**config.mk**
```make
export PLATFORM = sky130hd
export DESIGN_NAME = prism_rx_fifo
export DESIGN_NICKNAME = d
export VERILOG_FILES = /design/src/rtl/prism_rx_fifo_pkg.sv /design/src/rtl/prism_rx_fifo_mem.sv /design/src/rtl/prism_rx_fifo.sv
export SDC_FILE = /design/constraint.sdc
export NUM_CORES = 1
export LEC_CHECK = 0
export CAP_MARGIN = 15
export CORE_UTILIZATION = 45
export DETAILED_ROUTE_END_ITERATION = 8
export PLACE_DENSITY = 0.76
export RECOVER_POWER = 100
export SKIP_CTS_REPAIR_TIMING = 1
export SLEW_MARGIN = 20
export SYNTH_ARGS = -nofsm -noshare
export SYNTH_HDL_FRONTEND = slang
export SYNTH_SLANG_ARGS = --single-unit
```
**constraint.sdc**
```tcl
create_clock -name clk -period 3 [get_ports clk]
set_input_delay 0.45 -clock clk [delete_from_list [all_inputs] [get_ports clk]]
set_output_delay 0.45 -clock clk [all_outputs]
set_load 0.01 [all_outputs]
```
**src/rtl/prism_rx_fifo_pkg.sv**
```systemverilog
// Shared constants for the PRISM receive FIFO: default bus offsets and
// control/status register bit positions.
package prism_rx_fifo_pkg;

    localparam logic [5:0] ADDR_DATA_DEF = 6'h30;
    localparam logic [5:0] ADDR_CTRL_DEF = 6'h34;

    localparam int LEVEL_LSB  = 0;
    localparam int EMPTY      = 8;
    localparam int FULL       = 9;
    localparam int OVF        = 10;
    localparam int THR_LSB    = 16;
    localparam int IRQ_EN     = 24;
    localparam int OVF_IRQ_EN = 25;
    localparam int OVF_CLR    = 30;
    localparam int FLUSH      = 31;

    localparam logic [1:0] BUS_IDLE = 2'b11;
    localparam logic [1:0] WR_32    = 2'b10;

endpackage

```
**src/rtl/prism_rx_fifo_mem.sv**
```systemverilog
// Byte storage for the receive FIFO: pointers, occupancy level and full/empty.
// Callers qualify push/pop; flush takes priority over both.
module prism_rx_fifo_mem #(
    parameter int DEPTH = 8
) (
    input  logic                     clk,
    input  logic                     rst_n,
    input  logic                     push_ok_i,
    input  logic                     pop_ok_i,
    input  logic                     flush_i,
    input  logic [7:0]               wdata_i,
    output logic [7:0]               head_o,
    output logic [$clog2(DEPTH):0]   level_o,
    output logic [$clog2(DEPTH):0]   level_next_o,
    output logic                     empty_o,
    output logic                     full_o
);
    localparam int AW = $clog2(DEPTH);
    localparam int LW = AW + 1;

    logic [7:0]    mem_q [DEPTH];
    logic [AW-1:0] wr_ptr_q, wr_ptr_d;
    logic [AW-1:0] rd_ptr_q, rd_ptr_d;
    logic [LW-1:0] level_q, level_d;

    always_comb begin
        wr_ptr_d = wr_ptr_q;
        rd_ptr_d = rd_ptr_q;
        level_d  = level_q;
        if (flush_i) begin
            wr_ptr_d = '0;
            rd_ptr_d = '0;
            level_d  = '0;
        end else begin
            if (push_ok_i) wr_ptr_d = wr_ptr_q + AW'(1);
            if (pop_ok_i)  rd_ptr_d = rd_ptr_q + AW'(1);
            case ({push_ok_i, pop_ok_i})
                2'b10:   level_d = level_q + LW'(1);
                2'b01:   level_d = level_q - LW'(1);
                default: level_d = level_q;
            endcase
        end
    end

    always_ff @(posedge clk) begin
        if (push_ok_i && !flush_i) mem_q[wr_ptr_q] <= wdata_i;
    end

    always_ff @(posedge clk or negedge rst_n) begin
        if (!rst_n) begin
            wr_ptr_q <= '0;
            rd_ptr_q <= '0;
            level_q  <= '0;
        end else begin
            wr_ptr_q <= wr_ptr_d;
            rd_ptr_q <= rd_ptr_d;
            level_q  <= level_d;
        end
    end

    assign head_o       = mem_q[rd_ptr_q];
    assign level_o      = level_q;
    assign level_next_o = level_d;
    assign empty_o      = (level_q == '0);
    assign full_o       = (level_q == LW'(DEPTH));

endmodule

```
**src/rtl/prism_rx_fifo.sv**
```systemverilog
// PRISM receive FIFO: captures pushed bytes and exposes a pop-on-read data
// register plus a control/status register, with threshold/overflow interrupt.
module prism_rx_fifo
    import prism_rx_fifo_pkg::*;
#(
    parameter int         DEPTH     = 8,
    parameter logic [5:0] ADDR_DATA = ADDR_DATA_DEF,
    parameter logic [5:0] ADDR_CTRL = ADDR_CTRL_DEF
) (
    input  logic        clk,
    input  logic        rst_n,
    input  logic        push,
    input  logic [7:0]  push_data,
    input  logic [5:0]  address,
    input  logic [31:0] data_in,
    input  logic [1:0]  data_write_n,
    input  logic [1:0]  data_read_n,
    output logic [31:0] data_out,
    output logic        data_ready,
    output logic        not_empty,
    output logic        fifo_irq
);
    localparam int LW = $clog2(DEPTH) + 1;

    logic [7:0]    head;
    logic [LW-1:0] level, level_next;
    logic          empty, full;
    logic          rd_active, pop_req, ctrl_wr, flush_w;
    logic          push_ok, pop_ok, ovf_set;
    logic          rd_hist_q;
    logic          ovf_q, ovf_d;
    logic [3:0]    thr_q, thr_d;
    logic          irq_en_q, irq_en_d;
    logic          ovf_irq_en_q, ovf_irq_en_d;
    logic          not_empty_q, irq_q, irq_d;
    logic          unused_data_in;

    // Only the leading edge of a read pops, so a held read drains one byte.
    assign rd_active = (data_read_n != BUS_IDLE);
    assign pop_req   = rd_active && !rd_hist_q && (address == ADDR_DATA);
    assign ctrl_wr   = (data_write_n == WR_32) && (address == ADDR_CTRL);
    assign flush_w   = ctrl_wr && data_in[FLUSH];
    assign pop_ok    = pop_req && !empty && !flush_w;
    assign push_ok   = push && (!full || pop_ok) && !flush_w;
    assign ovf_set   = push && full && !pop_ok && !flush_w;

    prism_rx_fifo_mem #(.DEPTH(DEPTH)) u_mem (
        .clk          (clk),
        .rst_n        (rst_n),
        .push_ok_i    (push_ok),
        .pop_ok_i     (pop_ok),
        .flush_i      (flush_w),
        .wdata_i      (push_data),
        .head_o       (head),
        .level_o      (level),
        .level_next_o (level_next),
        .empty_o      (empty),
        .full_o       (full)
    );

    always_comb begin
        ovf_d        = ovf_q;
        thr_d        = thr_q;
        irq_en_d     = irq_en_q;
        ovf_irq_en_d = ovf_irq_en_q;
        if (ctrl_wr) begin
            thr_d        = data_in[THR_LSB +: 4];
            irq_en_d     = data_in[IRQ_EN];
            ovf_irq_en_d = data_in[OVF_IRQ_EN];
            if (data_in[OVF_CLR]) ovf_d = 1'b0;
        end
        if (ovf_set) ovf_d = 1'b1;
        irq_d = (irq_en_q && (thr_q != 4'd0) && (32'(level_next) >= 32'(thr_q)))
              || (ovf_irq_en_q && ovf_d);
    end

    always_ff @(posedge clk or negedge rst_n) begin
        if (!rst_n) begin
            rd_hist_q    <= 1'b0;
            ovf_q        <= 1'b0;
            thr_q        <= '0;
            irq_en_q     <= 1'b0;
            ovf_irq_en_q <= 1'b0;
            not_empty_q  <= 1'b0;
            irq_q        <= 1'b0;
        end else begin
            rd_hist_q    <= rd_active;
            ovf_q        <= ovf_d;
            thr_q        <= thr_d;
            irq_en_q     <= irq_en_d;
            ovf_irq_en_q <= ovf_irq_en_d;
            not_empty_q  <= (level_next != '0);
            irq_q        <= irq_d;
        end
    end

    always_comb begin
        data_out = '0;
        if (address == ADDR_DATA) begin
            if (!empty) data_out = {23'h0, 1'b1, head};
        end else if (address == ADDR_CTRL) begin
            data_out[LEVEL_LSB +: 5] = 5'(level);
            data_out[EMPTY]          = empty;
            data_out[FULL]           = full;
            data_out[OVF]            = ovf_q;
            data_out[THR_LSB +: 4]   = thr_q;
            data_out[IRQ_EN]         = irq_en_q;
            data_out[OVF_IRQ_EN]     = ovf_irq_en_q;
        end
    end

    assign unused_data_in = ^{data_in[15:0], data_in[23:20], data_in[29:26]};

    assign data_ready = 1'b1;
    assign not_empty  = not_empty_q;
    assign fifo_irq   = irq_q;

endmodule

```
# --- Yosys cells after proc, flatten, opt, wreduce, memory -nomap -nowiden ---
# Memories as Yosys holds them, arrays and structs flattened.
# Index checks and enable logic that the tools add are counted.
word_totals:
  mem_bits_rw: 64
  elab_cells: 74
  input_bits: 53
  out_inout_bits: 35
  memories: 1
  regBits: 20
op_classes:
  addsub: 4
  reduce_logical: 27
  mux: 24
  n_eq_ne: 7
  n_lt_le_gt_ge: 1
memory_table:
  columns: ["name", "depth", "word_bits", "read_ports", "rd_ports_with_merged_regs", "wr", "line_no", "source"]
  rows:
  - ["u_mem.mem_q", 8, 8, 1, 0, 1, "prism_rx_fifo_mem.sv:21", "logic [7:0] mem_q [DEPTH];"]
op_table:
  columns: ["cell", "n"]
  rows:
  - ["2-to-1 mux 3 bit", 7]
  - ["2-to-1 mux 4 bit", 5]
  - ["logical AND 1 bit", 15]
  - ["== test 6 bit, second input constant", 2]
  - ["2-to-1 mux 5 bit", 2]
  - ["2-to-1 mux 9 bit", 1]
  - ["one-hot mux 4 bit (2 select lines)", 1]
  - ["nonzero test 4 bit", 2]
  - ["adder 3 x 1 -> 3 bit, second input constant", 2]
  - ["2-to-1 mux 6 bit", 1]
  - ["zero test 1 bit", 5]
  - ["2-to-1 mux 1 bit", 5]
  - ["adder 4 x 1 -> 4 bit, second input constant", 1]
  - ["== test 2 bit, second input constant", 2]
  - ["== test 4 bit, second input constant", 1]
  - ["greater-or-equal comparator 4 bit", 1]
  - ["zero test 4 bit", 1]
  - ["2-to-1 mux 2 bit", 2]
  - ["nonzero test 2 bit", 2]
  - ["subtractor 4 x 1 -> 4 bit, second input constant", 1]
  - ["== test 2 x 1 -> 1 bit, second input constant", 1]
  - ["logical OR 1 bit", 2]
  - ["!= test 2 bit, second input constant", 1]

# --- Longest topological paths before layout ---
# Gate-level depths: netlist (run 1).
logic_depth:
  ltp_word: 14
  ltp_mapped: 13
  ltp_nobuf: 12

# --- By module ---
# From an unflattened synthesis (run 1), not the netlist that was laid out.
hier_totals:
  cells_unflattened: 251
  hier_area_um2: 3921.3
modules_own_cells:
  columns: ["mod", "cells_each", "seq_area_each_um2", "instances", "area_each_um2"]
  rows:
  - ["prism_rx_fifo_mem", 160, 2172.1, 1, 3085.5]
  - ["prism_rx_fifo", 91, 250.2, 1, 835.8]

# --- Worst setup path after synthesis (run 1) ---
# OpenSTA, ideal clock, no wires.
synth_path:
  kind: "flip-flop to flip-flop"
  start: "register u_mem.level_q[0] (netlist: u_mem.level_o[0])"
  end: "register irq_q (netlist: fifo_irq)"
  path_buffers: 1
  slack_ps: -212
  arrival_time_ps: 3086
  period_less_slack_ps: 3212
  t_required_ps: 2874
  stages_incl_launch_ff: 14
  setup_ps: 126
  path_cell_list: "dfrtp_1 > buf_6 > or4b_4 > a31oi_4 > nand3b_4 > ha_1 > ha_1 > a21oi_1 > nand4b_1 > a21o_1 > a21oi_1 > ha_1 > o211ai_1 > o2bb2ai_1"
synth_via:
  elab_chain_len: 13
  word_cells_on_any_way: 24
  classes_between: "add/sub (2); order compare (1); eq/ne (3); mux (3); reduce/logical (15)"
synth_lines:
  columns: ["element", "line_no", "source"]
  rows:
  - ["start, declared", "prism_rx_fifo_mem.sv:24", "logic [LW-1:0] level_q, level_d;"]
  - ["start signal, assigned", "prism_rx_fifo_mem.sv:57", "level_q <= level_d;"]
  - ["zero test 4 bit", "prism_rx_fifo_mem.sv:64", "assign empty_o = (level_q == '0);"]
  - ["zero test 1 bit", null, null]
  - ["logical AND 1 bit (2 in a row)", "prism_rx_fifo.sv:43", "assign pop_ok = pop_req && !empty && !flush_w;"]
  - ["logical OR 1 bit", "prism_rx_fifo.sv:44", "assign push_ok = push && (!full || pop_ok) && !flush_w;"]
  - ["logical AND 1 bit (2 in a row)", "prism_rx_fifo.sv:44", null]
  - ["== test 2 x 1 -> 1 bit / == test 2 bit (equally long branches)", "prism_rx_fifo_mem.sv:37", "case ({push_ok_i, pop_ok_i})"]
  - ["one-hot mux 4 bit (2 select lines) *", "prism_rx_fifo_mem.sv:37", null]
  - ["2-to-1 mux 4 bit *", "prism_rx_fifo_mem.sv:30", "if (flush_i) begin"]
  - ["net level_next[3]", "prism_rx_fifo.sv:26", "logic [LW-1:0] level, level_next;"]
  - ["greater-or-equal comparator 4 bit *", "prism_rx_fifo.sv:73", "irq_d = (irq_en_q && (thr_q != 4'd0) && (32'(level_next) >= 32'(thr_q)))"]
  - ["logical AND 1 bit *", "prism_rx_fifo.sv:73", null]
  - ["logical OR 1 bit *", "prism_rx_fifo.sv:74", "|| (ovf_irq_en_q && ovf_d);"]
  - ["net irq_d", "prism_rx_fifo.sv:35", "logic not_empty_q, irq_q, irq_d;"]
  - ["end signal, assigned", "prism_rx_fifo.sv:93", "irq_q <= irq_d;"]
  - ["end, declared", "prism_rx_fifo.sv:35", null]
# The timed path passes the listed nets; every way through them passes the cells marked *.
# A chain may end at the register's enable or synchronous reset.

# --- Worst setup path in the final report (run 1) ---
layout_path:
  start: "input port address[0]"
  end: "register irq_q (netlist: fifo_irq)"
layout_via:
  elab_chain_len: 14
  word_cells_on_any_way: 24
  classes_between: "order compare (1); eq/ne (4); mux (4); reduce/logical (15)"
layout_lines:
  columns: ["element", "line_no", "source"]
  rows:
  - ["start, declared", "prism_rx_fifo.sv:14", "input logic [5:0] address,"]
  - ["== test 6 bit", "prism_rx_fifo.sv:41", "assign ctrl_wr = (data_write_n == WR_32) && (address == ADDR_CTRL);"]
  - ["logical AND 1 bit", "prism_rx_fifo.sv:41", null]
  - ["logical AND 1 bit", "prism_rx_fifo.sv:42", "assign flush_w = ctrl_wr && data_in[FLUSH];"]
  - ["zero test 1 bit", "prism_rx_fifo.sv:43, prism_rx_fifo.sv:44", null]
  - ["logical AND 1 bit", "prism_rx_fifo.sv:43", null]
  - ["logical OR 1 bit", "prism_rx_fifo.sv:44", null]
  - ["logical AND 1 bit (2 in a row)", "prism_rx_fifo.sv:44", null]
  - ["== test 2 x 1 -> 1 bit / == test 2 bit (equally long branches)", "prism_rx_fifo_mem.sv:37", null]
  - ["one-hot mux 4 bit (2 select lines)", "prism_rx_fifo_mem.sv:37", null]
  - ["2-to-1 mux 4 bit *", "prism_rx_fifo_mem.sv:30", null]
  - ["net level_next[3]", "prism_rx_fifo.sv:26", null]
  - ["greater-or-equal comparator 4 bit *", "prism_rx_fifo.sv:73", null]
  - ["logical AND 1 bit *", "prism_rx_fifo.sv:73", null]
  - ["logical OR 1 bit *", "prism_rx_fifo.sv:74", null]
  - ["net irq_d", "prism_rx_fifo.sv:35", null]
# Marked as above.

==> summary.md, run 1 <==
| Metric | Value |
|---|---|
| Switching share of power | `0.311` |
| Synth Instances | `259` |
| Adder-Cell Fraction of Synth Area | `0.0340` |
| Mux contribution to synthesized area | `0.124` |
| First-pass iteration count of the detailed router | `4` |
| CP max FO | `8` |
| Clock buffer depth | `2` |
| P_sw | `999 uW` |
| Asr flop ratio synth | `0.238` |
| Power Dens Cells | `647 nW/um^2` |
| Grt ovf | `0` |
| Dominant cell type by area after synthesis | `edfxtp_1` |
| CTS tree | `yes` |
| Cell area after synthesis | `3900 sq um` |
| Top FF cell, synth | `edfxtp_1` |
| Commonest non-fill, non-tap cell in the layout | `edfxtp_1` |
| R2R depth | `11` |
| Final wirelength | `8.16 mm` |
| Diode count | `0` |
| Residual DRC count | `0` |
| CTS H-Tree Depth | `3` |
| Total number of vias | `2431` |
| Failing checks | `setup timing` |
| HPWL after DPL | `5.68 mm` |
| Critical path type | `in -> reg` |
| Max-cap viol count | `0` |
| Crit-path leading delay family | `compound AO/OA/AOI/OAI gates` |
| CP Capture Type | `flip-flop` |
| Tcrit/Tclk final | `1.00` |
| YS warnings | `0` |
| #FFs+latches synth | `84` |
| Post-Synth Simple-Gate Area | `0.0962` |
| CTS clk-pin slew, worst paths | `0.09 ns` |
| Total I/O pin count | `88` |
| Antenna viol nets, final | `0` |
| Global placer's final weighted congestion | `0.844` |
| TritonCTS Buffers | `9` |
| Buf/Inv on CP | `3` |
| Clock skew | `0.00975 ns` |
| Top-area cell type share of the netlist area | `0.492` |
| Leading cell types in the layout, fill and taps excluded | `edfxtp_1, buf_4, clkdlybuf4s50_1` |
| Worst-margin pin slew | `1.15 ns` |
| Synth Area in Compound Gates | `0.0584` |
| Crit-path cells | `clkdlybuf4s50_1 > and4bb_1 > buf_4 > nor4bb_4 > buf_4 > ha_4 > ha_4 > nand3_1 > a211o_1 > a21o_1 > a21oi_2 > ha_1 > o211ai_1 > o2bb2ai_1` |
| Clk Latency, worst-skew pair | `0.36 ns` |
| Synth Area per Inst | `15.1 sq um` |
| Area contributors post-synth | `edfxtp_1, dfrtp_1, mux4_2` |
| Area Growth Syn to Fin | `27.1%` |
| Number of global-route vias before repair | `2269` |
| Design Area, Final | `4960 sq um` |
| Leak | `0.00197 uW` |
| Total die area | `9050 sq um` |
| Largest family of logic cells by synthesized area | `multiplexers` |
| Fin nets | `406` |
| Core area | `8300 sq um` |
| Int Pwr | `2210 uW` |
| VDD IR max | `0.000435 V` |
| Share of cells above drive strength 1 | `0.261` |
| Element type at the critical path start | `primary input` |
| Max transition margin | `0.231` |
| Post-DP Area | `4700 sq um` |
| Starting density of the core | `0.470` |
| Final min period | `3.01 ns` |
| Status | `complete, but fails checks` |
| Wire per inst | `18.0 microns` |
| Endpoints failing hold | `0` |
| Sequential fraction of the synthesis area | `0.621` |
| PnR worst setup slack | `-0.00818 ns` |
| FP Rows | `33` |
| Gr usage total | `0.193` |
| Die width | `95.1 microns` |
| Port bufs | `47` |
| Largest net degree at the start of global routing | `21` |
| Chip height | `95.1 microns` |
| Sequential power share | `0.483` |
| Final setup fails | `1` |
| Post-layout util | `0.598` |
| Antenna violations before repair | `0` |
| Clock share of power | `0.232` |
| Vias per std cell | `5.37` |
| Critical path's slowest cell | `clkdlybuf4s50_1` |
| RSZ-0062 raised after global routing | `true` |
| Gate power share | `0.285` |
| Critical Path RT | `3.25 ns` |
| CTS sink cnt | `84` |
| Fmax | `332 MHz` |
| XOR/XNOR share of the synthesized area | `0.00673` |
| Worst Path Arrival | `3.26 ns` |
| Worst Hold Class | `in -> async` |
| Number of synthesized flops with an enable pin | `64` |
| Stages on the worst setup path | `14` |
| Count of pins over their slew limit | `0` |
| 1st-iter DRT viols | `222` |
| Library cells used by synthesis | `53` |
| Worst path max stage delay | `0.45 ns` |
| Clock root cell | `clkbuf_8` |
| First-pass GRT wire length | `12.4 mm` |
[path summary, 6_finish.rpt]
kind	from	end	slack [ns]
min reg2reg	ovf_irq_en_q	fifo_irq	0.50
min in group clk	data_read_n[1]	rd_hist_q	0.33
min	rst_n	irq_en_q	0.29
max in group asynchronous	rst_n	u_mem.level_o[1]	1.94
max reg2reg	u_mem.level_o[2]	fifo_irq	-0.008
max	address[0]	fifo_irq	-0.008
[synth_stat cells, types with 2 or more instances]
cell type / instances
a21o_1: 2
a21oi_1: 5
and2_1: 3
and3_1: 3
buf_1: 2
buf_2: 5
buf_4: 18
clkbuf_1: 4
conb_1: 2
dfrtp_1: 20
edfxtp_1: 64
ha_1: 9
inv_1: 9
mux2_2: 2
mux2i_1: 10
mux4_2: 16
nand2_1: 12
nand3_1: 4
nand4b_1: 2
nor2_1: 11
nor3_1: 8
nor4_1: 4
o211ai_1: 2
o21ai_0: 6
o2bb2ai_1: 5
or3_1: 2
xnor2_1: 3
[layer usage]
metal	vias to the layer above	routed length (microns)	track usage
met5	-	0	0
met4	0	204	0.0795
met3	15	411	0.0375
met2	80	3950	0.295
met1	1206	3600	0.272
li1	1130	-	-
[metrics by stage]
stage / std cells / power [uW] / TNS [ns] / setup slack [ns] / hold WS, ns
CTS: 448 / 3190 / -0.136 / -0.0701 / 0.497
global placement: 432 / 2410 / -0.425 / -0.425 / 0.469
detailed placement: 432 / 2450 / -0.523 / -0.438 / 0.481
global route: 453 / 3360 / -0.160 / -0.160 / 0.326
finish: 453 / 3210 / -0.00818 / -0.00818 / 0.294
floorplan: 273 / 2100 / -0.00153 / -0.00153 / 0.154
[power groups by stage]
stage	Sequential [uW]	Combinational [uW]	Clock, uW
2_1_floorplan	1560	541	0
3_3_place_gp	1560	847	0
3_5_place_dp	1580	870	0
4_1_cts	1550	880	758
5_1_grt	1570	997	798
6_report	1550	913	745
[worst register-to-register path, stage by stage, from the launching register on]
cell       delay, ns
dfrtp_1         0.40
or4b_4          0.59
a31oi_4         0.17
nand3b_4        0.17
ha_4            0.17
fa_1            0.44
mux2i_1         0.18
nor2_2          0.07
ha_1            0.27
a21o_1          0.17
a211oi_2        0.19
o2bb2ai_1       0.09
[logic make-up after synthesis]
family	after synthesis
and+or+nand+nor	63
other	2
AOI/OAI and AO/OA	30
adders and majority gates	10
buffers and inverters	39
xor gates and xnor gates	3
DFF	84
muxes	28
[layout make-up]
class,count,area [sq um]
Multi-Input combinational cell,150,1380
Tap cell,105,131
Sequential cell,84,2420
Timing Repair Buffer,89,813
Clock buffer,9,124
Clock inverter,7,58.8
Inverter,9,33.8
Fill cell,622,3340
[flip-flops by register name, indices dropped and copies added (netlist names)]
| name | flops |
|---|---|
| u_mem.level_o | 4 |
| u_mem.mem_q | 64 |
| irq_en_q | 1 |
| not_empty | 1 |
| u_mem.wr_ptr_q | 3 |
| rd_hist_q | 1 |
| fifo_irq | 1 |
| u_mem.rd_ptr_q | 3 |
| thr_q | 4 |
| ovf_q | 1 |
| ovf_irq_en_q | 1 |
No activity file was read; power rests on OpenSTA's default activity.
==> run 2: changes to the inputs <==
- ABC_CLOCK_PERIOD_IN_PS: not set -> 3000
==> results of run 2 <==
The final DEF is identical to that of run 1; final timing and power are the same.
==> run 3: changes to the inputs <==
- RECOVER_POWER: 100 -> not set
==> summary.md, run 3 (synthesized netlist as in run 1, its figures left out) <==
| Metric | Value |
|---|---|
| Largest register FFs | `64 (unchanged)` |
| Failing checks | `setup timing` |
| Residual DRC count | `0 (unchanged)` |
| Total number of vias | `2422 (-0.37%)` |
| Fmax | `332 MHz (-0.20%)` |
| Starting density of the core | `0.470 (unchanged)` |
| PnR worst setup slack | `-0.0143 ns (-0.00616 ns)` |
| Critical path type | `in -> reg` |
| Gate power share | `0.288 (+0.003)` |
| 1st-iter DRT viols | `228 (+2.7%)` |
| Flip-flop and latch area | `2420 sq um (unchanged)` |
| RSZ-0062 raised after global routing | `true` |
| VDD IR max | `0.000436 V (+0.24%)` |
| Clock share of power | `0.231 (about the same)` |
| Worst-margin pin slew | `0.596 ns (-0.558 ns)` |
| P_sw | `999 uW (about the same)` |
| Element type at the critical path start | `primary input` |
| Share of cells above drive strength 1 | `0.267 (+0.00575)` |
| Diode count | `0 (unchanged)` |
| Commonest non-fill, non-tap cell in the layout | `edfxtp_1` |
| Critical Path RT | `3.25 ns (about the same)` |
| First-pass GRT wire length | `12.4 mm (unchanged)` |
| Area Growth Syn to Fin | `27.3%` |
| Count of pins over their slew limit | `0 (unchanged)` |
| Port bufs | `47 (unchanged)` |
| CTS sink cnt | `84 (unchanged)` |
| Design Power | `3220 uW (+0.42%)` |
| Clock root cell | `clkbuf_8` |
| Status | `complete, but fails checks` |
| Sequential power share | `0.481 (-0.002)` |
| Number of global-route vias before repair | `2269 (unchanged)` |
| Wire per inst | `18.1 microns (+0.26%)` |
| Final wirelength | `8.18 mm (+0.26%)` |
| Total I/O pin count | `88 (unchanged)` |
| CP max FO | `8 (unchanged)` |
| Chip height | `95.1 microns (unchanged)` |
| Global placer's final weighted congestion | `0.844 (unchanged)` |
| Int Pwr | `2220 uW (+0.61%)` |
| Power Dens Cells | `649 nW/um^2 (+0.27%)` |
| Worst Hold Class | `in -> async` |
| Setup TNS Final | `-0.0143 ns (-0.00616 ns)` |
| First-pass iteration count of the detailed router | `4 (unchanged)` |
| Gr usage total | `0.193 (unchanged)` |
| HPWL after DPL | `5.68 mm (unchanged)` |
| Final min period | `3.01 ns (+0.00616 ns)` |
| Die width | `95.1 microns (unchanged)` |
| Final setup fails | `1 (unchanged)` |
| Antenna viol nets, final | `0 (unchanged)` |
| Grt ovf | `0 (unchanged)` |
| Multi-input gate area | `1380 sq um (unchanged)` |
| Vias per std cell | `5.35 (-0.37%)` |
| Worst Path Arrival | `3.26 ns (about the same)` |
| Switching share of power | `0.310 (-0.00126)` |
| Post-layout util | `0.599 (+0.000905)` |
| CTS clk-pin slew, worst paths | `0.09 ns (about the same)` |
| Leak | `0.00198 uW (+0.80%)` |
| TritonCTS Buffers | `9 (unchanged)` |
| CTS H-Tree Depth | `3 (unchanged)` |
| Fin nets | `406 (unchanged)` |
| Tcrit/Tclk final | `1.00 (+0.00205)` |
| Fillers | `618 (-0.64%)` |
| CP Capture Type | `flip-flop` |
| Clk Latency, worst-skew pair | `0.35 ns (about the same)` |
| Leading cell types in the layout, fill and taps excluded | `edfxtp_1, buf_4, clkdlybuf4s50_1` |
| CTS tree | `yes` |
| Max-cap viol count | `0 (unchanged)` |
| Core area | `8300 sq um (unchanged)` |
| Most flops, register | `u_mem.mem_q` |
| Total die area | `9050 sq um (unchanged)` |
| Clock buffer depth | `2 (unchanged)` |
| Max transition margin | `0.603 (+0.372)` |
| Largest net degree at the start of global routing | `21 (unchanged)` |
| FP Rows | `33 (unchanged)` |
| Antenna violations before repair | `0 (unchanged)` |
| Endpoints failing hold | `0 (unchanged)` |
| Clock skew | `0.00874 ns (-0.00101 ns)` |
==> run 3: changes by cell type in the layout (fill, tap and decap cells not counted), sizes merged <==
| cell | previous run | this run |
|---|---|---|
| clkdlybuf4s25 | 1 | 0 |
| clkbuf | 11 | 9 |
| buf | 41 | 43 |
| clkdlybuf4s50 | 25 | 35 |
| dlymetal6s2s | 10 | 11 |
| dlygate4sd3 | 10 | 0 |
==> run 3: power by group through the flow <==
stage                     Sequential [uW]  Combinational [uW]  Clock, uW
after floorplan                      1560                 541          0
after global placement               1560                 847          0
after detailed placement             1580                 870          0
after CTS                            1550                 880        758
after global routing                 1570                1010        798
final                                1550                 928        744
==> run 3: final timing paths <==
path	startpoint	to	slack, ns	cells after the start
setup / recovery	address[0]	fifo_irq	-0.01	14
min in group clk	data_read_n[1]	rd_hist_q	0.33	2
setup reg to reg	u_mem.level_o[2]	fifo_irq	-0.01	11
hold reg to reg	ovf_irq_en_q	fifo_irq	0.50	1
hold / removal	rst_n	irq_en_q	0.04	1
max in group asynchronous	rst_n	u_mem.level_o[1]	2.60	1
==> run 3: critical path: stages <==
cell and delay [ns]:
clkdlybuf4s50_1 0.45, and4bb_1 0.20, buf_4 0.16, nor4bb_4 0.15, buf_4 0.16, ha_4 0.18
ha_4 0.28, nand3_1 0.09, a211o_1 0.29, a21o_1 0.19, a21oi_2 0.16, ha_1 0.24
o211ai_1 0.19, o2bb2ai_1 0.08
==> run 3: area by class of cell <==
class | count | area share
multi-input combinational | 150 | 0.277
clock inverter | 7 | 0.0118
sequential | 84 | 0.488
inverter | 9 | 0.00680
timing repair buffer | 89 | 0.165
clock buffer | 9 | 0.0249
tap | 105 | 0.0264
==> run 3: per-stage QoR <==
step / area (sq um) / instances / setup slack, ns / hold slack [ns]
final: 4970 / 453 / -0.0143 / 0.0430
after global routing: 4970 / 453 / -0.160 / 0.0762
after CTS: 4880 / 448 / -0.0701 / 0.497
after detailed placement: 4700 / 432 / -0.438 / 0.481
after global placement: 4700 / 432 / -0.425 / 0.469
after floorplan: 3990 / 273 / -0.00153 / 0.154
==> run 3: metal layers <==
metal,share of wire,routed length [microns],global-route usage,vias to the layer above
met3,0.049,404,0.0375,15
met4,0.024,200,0.0795,0
met1,0.44,3580,0.272,1203
met5,0,0,0,-
li1,-,-,-,1133
met2,0.49,3990,0.295,71
